[src/rtl/sram_port_arbiter.sv]
// Round-robin arbiter of NUM_CH DMA clients onto one single-port SRAM (IDLE/ACCESS/CAPTURE/DONE).
// Optional: define SRAM_ARB_PRIO0_EN to give channel 0 strict priority over the rotating channels.

module sram_port_arbiter_lane (
  input  logic [1:0] i_op,
  output logic       o_pend,
  output logic       o_wr
);
  // 01 = read, 11 = write; 00/10 are idle encodings.
  assign o_pend = i_op[0];
  assign o_wr   = i_op[1] & i_op[0];
endmodule

module sram_port_arbiter #(
  parameter int NUM_CH = 3,
  parameter int AW     = 8,
  parameter int DW     = 32
) (
  input  logic                       clk,
  input  logic                       reset_n,
  input  logic [2*NUM_CH-1:0]        req_op,
  input  logic [AW*NUM_CH-1:0]       req_addr,
  input  logic [DW*NUM_CH-1:0]       req_wdata,
  input  logic [(DW/8)*NUM_CH-1:0]   req_sel,
  output logic [NUM_CH-1:0]          ack,
  output logic [DW-1:0]              rdata,
  output logic                       busy,
  output logic [2:0]                 grant_id,
  output logic                       sram_en,
  output logic [DW/8-1:0]            sram_we,
  output logic [AW-1:0]              sram_addr,
  output logic [DW-1:0]              sram_di,
  input  logic [DW-1:0]              sram_do
);
  localparam int SW = DW / 8;

  typedef enum logic [1:0] {S_IDLE, S_ACCESS, S_CAPTURE, S_DONE} state_t;

  logic [NUM_CH-1:0]          w_pend, w_wr;
  logic [NUM_CH-1:0][AW-1:0]  w_addr;
  logic [NUM_CH-1:0][DW-1:0]  w_wdata;
  logic [NUM_CH-1:0][SW-1:0]  w_sel;
  logic [7:0]                 w_pend8;

  genvar c;
  generate
    for (c = 0; c < NUM_CH; c++) begin : g_lane
      sram_port_arbiter_lane u_lane (
        .i_op   (req_op[2*c +: 2]),
        .o_pend (w_pend[c]),
        .o_wr   (w_wr[c])
      );
      assign w_addr[c]  = req_addr[AW*c +: AW];
      assign w_wdata[c] = req_wdata[DW*c +: DW];
      assign w_sel[c]   = req_sel[SW*c +: SW];
    end
  endgenerate

  assign w_pend8 = 8'(w_pend);

  state_t            r_state, w_state_nx;
  logic [2:0]        r_last, w_last_nx;
  logic [2:0]        r_grant, w_grant_nx;
  logic              r_rd, w_rd_nx;
  logic              r_en, w_en_nx;
  logic [SW-1:0]     r_we, w_we_nx;
  logic [AW-1:0]     r_addr, w_addr_nx;
  logic [DW-1:0]     r_di, w_di_nx;
  logic [NUM_CH-1:0] r_ack, w_ack_nx;
  logic [DW-1:0]     r_rdata, w_rdata_nx;
  logic              r_busy, w_busy_nx;

  logic              w_found;
  logic [2:0]        w_win;
  logic [AW-1:0]     w_win_addr;
  logic [DW-1:0]     w_win_wdata;
  logic [SW-1:0]     w_win_sel;
  logic              w_win_wr;

  // Winner search starts one past the last grant and wraps modulo NUM_CH.
  always_comb begin
    w_found = 1'b0;
    w_win   = '0;
`ifdef SRAM_ARB_PRIO0_EN
    if (w_pend8[0]) begin
      w_found = 1'b1;
    end
`endif
    for (int k = 1; k <= NUM_CH; k++) begin
      int idx;
      idx = (int'(r_last) + k) % NUM_CH;
`ifdef SRAM_ARB_PRIO0_EN
      if (!w_found && idx != 0 && w_pend8[3'(idx)]) begin
`else
      if (!w_found && w_pend8[3'(idx)]) begin
`endif
        w_found = 1'b1;
        w_win   = 3'(idx);
      end
    end
  end

  always_comb begin
    w_win_addr  = '0;
    w_win_wdata = '0;
    w_win_sel   = '0;
    w_win_wr    = 1'b0;
    for (int i = 0; i < NUM_CH; i++) begin
      if (w_win == 3'(i)) begin
        w_win_addr  = w_addr[i];
        w_win_wdata = w_wdata[i];
        w_win_sel   = w_sel[i];
        w_win_wr    = w_wr[i];
      end
    end
  end

  always_comb begin
    w_state_nx = r_state;
    w_last_nx  = r_last;
    w_grant_nx = r_grant;
    w_rd_nx    = r_rd;
    w_en_nx    = r_en;
    w_we_nx    = r_we;
    w_addr_nx  = r_addr;
    w_di_nx    = r_di;
    w_ack_nx   = '0;
    w_rdata_nx = r_rdata;
    case (r_state)
      S_IDLE: begin
        if (w_found) begin
          w_state_nx = S_ACCESS;
          w_grant_nx = w_win;
`ifdef SRAM_ARB_PRIO0_EN
          if (w_win != 3'd0) w_last_nx = w_win;
`else
          w_last_nx  = w_win;
`endif
          w_rd_nx    = !w_win_wr;
          w_en_nx    = 1'b1;
          w_addr_nx  = w_win_addr;
          w_di_nx    = w_win_wdata;
          w_we_nx    = w_win_wr ? w_win_sel : '0;
        end
      end
      S_ACCESS: begin
        w_state_nx = S_CAPTURE;
        w_en_nx    = 1'b0;
        w_we_nx    = '0;
      end
      S_CAPTURE: begin
        w_state_nx = S_DONE;
        if (r_rd) w_rdata_nx = sram_do;
        for (int i = 0; i < NUM_CH; i++)
          if (r_grant == 3'(i)) w_ack_nx[i] = 1'b1;
      end
      default: w_state_nx = S_IDLE;
    endcase
    w_busy_nx = (w_state_nx != S_IDLE);
  end

  always_ff @(posedge clk or negedge reset_n) begin
    if (!reset_n) begin
      r_state <= S_IDLE;
      r_last  <= 3'(NUM_CH - 1);
      r_grant <= '0;
      r_rd    <= 1'b0;
      r_en    <= 1'b0;
      r_we    <= '0;
      r_addr  <= '0;
      r_di    <= '0;
      r_ack   <= '0;
      r_rdata <= '0;
      r_busy  <= 1'b0;
    end else begin
      r_state <= w_state_nx;
      r_last  <= w_last_nx;
      r_grant <= w_grant_nx;
      r_rd    <= w_rd_nx;
      r_en    <= w_en_nx;
      r_we    <= w_we_nx;
      r_addr  <= w_addr_nx;
      r_di    <= w_di_nx;
      r_ack   <= w_ack_nx;
      r_rdata <= w_rdata_nx;
      r_busy  <= w_busy_nx;
    end
  end

  assign ack       = r_ack;
  assign rdata     = r_rdata;
  assign busy      = r_busy;
  assign grant_id  = r_grant;
  assign sram_en   = r_en;
  assign sram_we   = r_we;
  assign sram_addr = r_addr;
  assign sram_di   = r_di;
endmodule
[config.mk]
export PLATFORM = sky130hd
export DESIGN_NAME = sram_port_arbiter
export DESIGN_NICKNAME = d
export VERILOG_FILES = /design/src/rtl/sram_port_arbiter.sv
export SDC_FILE = /design/constraint.sdc
export NUM_CORES = 1
export LEC_CHECK = 0
export CORE_ASPECT_RATIO = 0.75
export CORE_MARGIN = 2
export CORE_UTILIZATION = 50
export CTS_CLUSTER_DIAMETER = 60
export DETAILED_ROUTE_END_ITERATION = 8
export DONT_BUFFER_PORTS = 1
export SLEW_MARGIN = 20
export SYNTH_ARGS = -nofsm -noshare
export SYNTH_HDL_FRONTEND = slang
export SYNTH_SLANG_ARGS = --single-unit
[constraint.sdc]
create_clock -name clk -period 6.1 [get_ports clk]
set_clock_uncertainty 0.2 [all_clocks]
set_input_delay 1.525 -clock clk [delete_from_list [all_inputs] [get_ports clk]]
set_output_delay 1.525 -clock clk [all_outputs]
set_load 0.02 [all_outputs]
# == Yosys cells after proc, flatten, opt, wreduce, memory -nomap -nowiden ==
# Index checks and enable logic that the tools add are counted.
# word_totals
word_cells,81
out_inout_bits,84
input_bits,172
regBits,90
# op_classes
div_mod_pow,3
reduce_logical,13
bitwise,3
n_mux,38
n_lt_le_gt_ge,3
n_eq_ne,7
n_addsub,3
# op_table
op,count
"remainder unit 32 x 3 -> 32 bit, second input constant",3
2-to-1 mux 32 bit,3
2-to-1 mux 8 bit,3
2-to-1 mux 4 bit,5
2-to-1 mux 1 bit,16
"< comparator 3 x 5 -> 1 bit, second input constant",3
2-to-1 mux 3 bit,4
binary-select mux 1 bit (select 3 bit),3
"adder 3 x 2 -> 4 bit, second input constant",2
one-hot mux 4 bit (2 select lines),1
"equality test 3 x 1 -> 1 bit, second input constant",2
"equality test 3 x 2 -> 1 bit, second input constant",2
zero test 3 bit,2
one-hot mux 2 bit (3 select lines),1
AND reduction 2 bit,3
"adder 3 x 1 -> 4 bit, second input constant",1
nonzero test 2 bit,2
bitwise AND 1 bit,3
zero test 1 bit,3
"equality test 2 x 1 -> 1 bit, second input constant",1
"equality test 2 bit, second input constant",1
logical AND 1 bit,2
zero test 2 bit,1
2-to-1 mux 2 bit,1
other kinds (2),2

# == Longest topological paths before layout ==
# Gate-level depths: netlist of the first run.
# depth
ltp_word,19
depth_mapped,21
depth_no_buf,17

# == Hierarchy ==
# Synthesis of the first run repeated with hierarchy kept, for this count alone.
# unflattened
cells_unflattened,528
hier_area_um2,5442.7
# modules_own_cells
mod,area_per_inst_um2,cells_per_inst,n_inst,seq_area_each_um2
sram_port_arbiter,5401.4,522,1,2203.4
sram_port_arbiter_lane,13.8,2,3,0.0

# == Worst setup path before layout of the first run ==
# No wires, ideal clock.
# synth_path
kind,register to register
startpoint,reg r_last[0]
endpoint,reg r_addr[7] (netlist: sram_addr[7])
arrival_ns,4.859
synth_period_minus_slack_ns,5.185
setup_time_ns,0.126
path_stages_with_launch,21
path_slack_ns,0.915
required_ns,5.774
n_path_buf,5
cell_sequence,dfrtp_1 -> buf_1 -> clkbuf_1 -> inv_1 -> ha_1 -> ha_1 -> ha_1 -> nand3b_1 -> xnor2_1 -> ha_1 -> or2_2 -> buf_1 -> or2_4 -> a311o_1 -> nor4b_4 -> nand2_2 -> buf_4 -> buf_2 -> and3_1 -> a211oi_1 -> o21ai_1
# synth_via
elab_chain_cells,16
word_cells_on_any_way,32
classes_between,add/sub (3); div (3); eq/ne (2); mux (18); reduce/logical (6)
# synth_lines
element,line_no,text
start: declaration,62,"logic [2:0] r_last, w_last_nx;"
start signal: assignment,165,r_last <= 3'(NUM_CH - 1);
start signal: assignment,177,r_last <= w_last_nx;
adder 3 x 1 -> 4 bit,91,idx = (int'(r_last) + k) % NUM_CH;
remainder unit 32 x 3 -> 32 bit,91,
binary-select mux 1 bit (select 3 bit),95,if (!w_found && w_pend8[3'(idx)]) begin
2-to-1 mux 1 bit (implied by the code) (2 in a row),95,
2-to-1 mux 1 bit,95,
zero test 1 bit,95,
logical AND 1 bit,95,
2-to-1 mux 1 bit,95,
zero test 1 bit,95,
logical AND 1 bit,95,
2-to-1 mux 3 bit,95,
zero test 3 bit,109,if (w_win == 3'(i)) begin
2-to-1 mux 8 bit (3 in a row),109,
end signal: assignment,182,r_addr <= w_addr_nx;
end: declaration,67,"logic [AW-1:0] r_addr, w_addr_nx;"
# Several ways; a longest one is shown, not always the timed one. The select of a mux whose other input is x is not followed.
# A chain may end at the register's enable or synchronous reset.

# == Final worst setup path of the first run ==
# layout_path
startpoint,reg r_last[1]
endpoint,reg r_rd
# layout_via
elab_chain_cells,17
word_cells_on_any_way,33
classes_between,add/sub (3); div (3); eq/ne (2); mux (18); reduce/logical (7)
# layout_lines
element,line_no,text
adder 3 x 1 -> 4 bit,91,
remainder unit 32 x 3 -> 32 bit,91,
binary-select mux 1 bit (select 3 bit),95,
2-to-1 mux 1 bit (implied by the code) (2 in a row),95,
2-to-1 mux 1 bit,95,
zero test 1 bit,95,
logical AND 1 bit,95,
2-to-1 mux 1 bit,95,
zero test 1 bit,95,
logical AND 1 bit,95,
2-to-1 mux 3 bit,95,
zero test 3 bit,109,
2-to-1 mux 1 bit (3 in a row),109,
zero test 1 bit,139,w_rd_nx = !w_win_wr;
end signal: assignment,179,r_rd <= w_rd_nx;
end: declaration,64,"logic r_rd, w_rd_nx;"
# Several ways; a longest one is shown, not always the timed one. The select of a mux whose other input is x is not followed.

==> results.yml, run 1 <==
cells_and_area:
  layout-drive-gt1-share_pct: 14.6
  nFillCells: 970
  multi_input_area_um2: 2930
  syn_to_final_growth_pct: 8.74
  nets: 737
  seq_area_um2: 2200
  mostFrequentLayoutCell: "dfrtp_1"
  final_cell_mix: "dfrtp_1 (87), nand2_1 (60), o21ai_0 (53)"
clocking:
  numCtsBuffers: 9
  clk_latency_ns: 0.33
  h-tree-depth: 3
  clockRootBuffer: "clkbuf_16"
  cts.sinks: 88
  cts.hold.buffers_added: 0
  cts_tree: "done"
  clock_path_buffers: 2
  clkSlewWorstSetupHoldPaths_ns: 0.06
worst_setup_path:
  critPathLaunchType: "register"
  crit_arrival_ns: 5.72
  cp_max_fo: 20
  endpoint_kind: "register"
  path_class: "register to register"
  rr_worst_depth: 17
  critPathRequiredTime_ns: 6.12
route:
  drt-vias-per-instance: 6.37
  wirelength_mm: 15.7
  ant_nets: 0
  route.detailed.wl_per_inst_um: 22.9
  first_pass_iters: 4
  vias: 4358
  drc: 0
  drtIter0Drc: 197
grt:
  grtUsageTotal_pct: 26.6
  grt_max_degree: 89
  overflow: 0
  grt_pass1_wl_mm: 23.3
  grt_antenna_before_repair: 1
  grt_pass1_vias: 4153
flow_run:
  maxCapViolations: 0
yosys:
  syn_nets: 757
  synth_area_leader_cell: "dfrtp_1"
  syn_area_um2: 5340
  ys_seq_area_share_pct: 41.3
  postSynthAreaPerCell_um2: 9.50
  syn_inst: 562
  synth_ff_type: "dfrtp_1"
  async_flop_share_pct: 100
  ys_ff_latch: 88
  synth_top_area_share_pct: 40.8
  synth_edf_count: 0
  synth.area.top_cells: "dfrtp_1 (41%), mux2_2 (7.4%), a211oi_1 (6.0%)"
  synthDistinctLibCells: 71
  yosys_warnings: 0
timing:
  max_slew_margin_pct: 41.6
  slew_violations: 0
  setup_ws_ns: 0.397
  rsz0062_at_grt: "false"
  report.final.setup_viol: 0
  hold_viol_final: 0
  fin_crit_sh_pct: 93.5
  fmax_ghz: 0.175
  tightest_slew_ns: 0.876
  period_minus_slack_ns: 5.70
floorplanning:
  core_area_um2: 10300
  die_y_um: 93.5
  dieArea_um2: 11500
  row_count: 32
  pin_count: 256
  start_util_pct: 51.7
  fp.dieW_um: 123
outcome:
  status: "complete, no violations"
min_path:
  whs_path_depth: 1
  hold_path_class: "register to register"
place:
  portBuffers: 0
  post-place-ws_ns: -0.00786
  gp_congestion: 0.855
  dpl.hpwl_mm: 11.4
-- registers in the layout, summed over array words and instances, names as in the netlist --
name / flops
busy: 1
r_last: 3
sram_di: 32
sram_we: 4
sram_addr: 8
r_rd: 1
sram_en: 1
ack: 3
rdata: 32
grant_id: 1
r_state: 2
-- worst max-delay path, cell delays in order (launching register included) --
cell      delay (ns)
dfstp_2         0.65
inv_1           0.14
ha_1            0.42
ha_1            0.28
ha_1            0.26
nand3b_1        0.24
xnor2_1         0.20
ha_1            0.30
nor4bb_1        0.10
mux2i_1         0.36
nor2_1          0.08
o41ai_1         0.59
nor4b_4         0.08
buf_4           0.20
buf_4           0.15
o32ai_4         0.77
o22ai_2         0.24
mux2_2          0.33
-- layout make-up --
cell class | count | area share, %
antenna | 1 | 0.0431
clock inverter | 4 | 1.31
timing repair buffer | 12 | 1.98
clock buffer | 12 | 4.25
tap | 136 | 2.93
inverter | 16 | 1.03
sequential | 88 | 38.0
multi-input combinational | 415 | 50.5
-- layer usage --
layer	part of all wire [%]	vias up	GRT usage, %	wire [um]
met1	40	2101	32.8	6230
met4	2.5	0	8.90	390
met3	7.5	38	7.26	1180
met5	0	-	0	0
met2	50	194	45.1	7880
li1	-	2025	-	-
-- path summary, 6_finish.rpt --
kind                                        from                    end  slack (ns)
setup / recovery           r_last[1]$_DFFE_PN1P_       r_rd$_DFFE_PN0P_        0.40
hold / removal                  r_rd$_DFFE_PN0P_       r_rd$_DFFE_PN0P_        0.31
setup reg to reg           r_last[1]$_DFFE_PN1P_       r_rd$_DFFE_PN0P_        0.40
hold reg to reg                 r_rd$_DFFE_PN0P_       r_rd$_DFFE_PN0P_        0.31
max in group asynchronous                reset_n  r_last[1]$_DFFE_PN1P_        4.76
min in group asynchronous                reset_n  rdata[24]$_DFFE_PN0P_        0.69
-- cell usage after synthesis (all sizes together) (2+ instances only) --
cell,count
inv,16
o211ai,3
o2111ai,2
mux2,36
ha,23
a21oi,5
o21ai,92
nor3,7
o31ai,5
a211o,4
or3,2
o41ai,2
o21a,2
dfrtp,87
clkbuf,14
o211a,2
xor2,2
a31oi,4
o32ai,3
nand2,62
a31o,2
or2,5
a21o,3
and3,42
buf,29
nor3b,2
xnor2,5
nand3b,3
nand4b,2
mux2i,3
nor2b,2
nor2,15
a2111oi,2
nand2b,3
nand3,3
a21boi,3
o31a,2
a211oi,43
o32a,2
-- metrics by stage --
step                setup TNS, ns  std cells  util (%)  hold WS (ns)  instance area [um2]
floorplan                       0        562         -         0.271                 5340
global placement                0        664      52.4         0.291                 5410
detailed placement       -0.00786        664      52.4         0.295                 5410
CTS                             0        680      55.5         0.310                 5740
global route                    0        683      56.2         0.363                 5800
finish                          0        684      56.2         0.308                 5800
-- timing repair --
item | 4_1_cts | 5_1_grt
cloned | 0 | 0
setup buffers | 0 | 3
setup endpoints to repair | 1 | 46
gates resized for setup | 1 | 4
pin swaps | 0 | 1
-- cell families after synthesis --
| family | share of synthesized area, % |
|---|---|
| adder cells (fa/ha/maj) | 5.39 |
| AO/OA/AOI/OAI | 23.3 |
| AND/OR/NAND/NOR | 15.4 |
| XOR/XNOR | 1.29 |
| multiplexers | 8.16 |
| buffers and inverters | 5.11 |
| flip-flops | 41.3 |
Power of run 1 is left out: the tool's default activity adds up to more than one toggle a clock period on the data nets, which glitch-free logic cannot reach.
==> run 2: changes to the inputs <==
CTS_CLUSTER_DIAMETER = 150   (was 60)
==> results of run 2 <==
Same layout as run 1: the final DEF is identical, and so are final timing and power.
Power of run 2 is left out for the same reason.
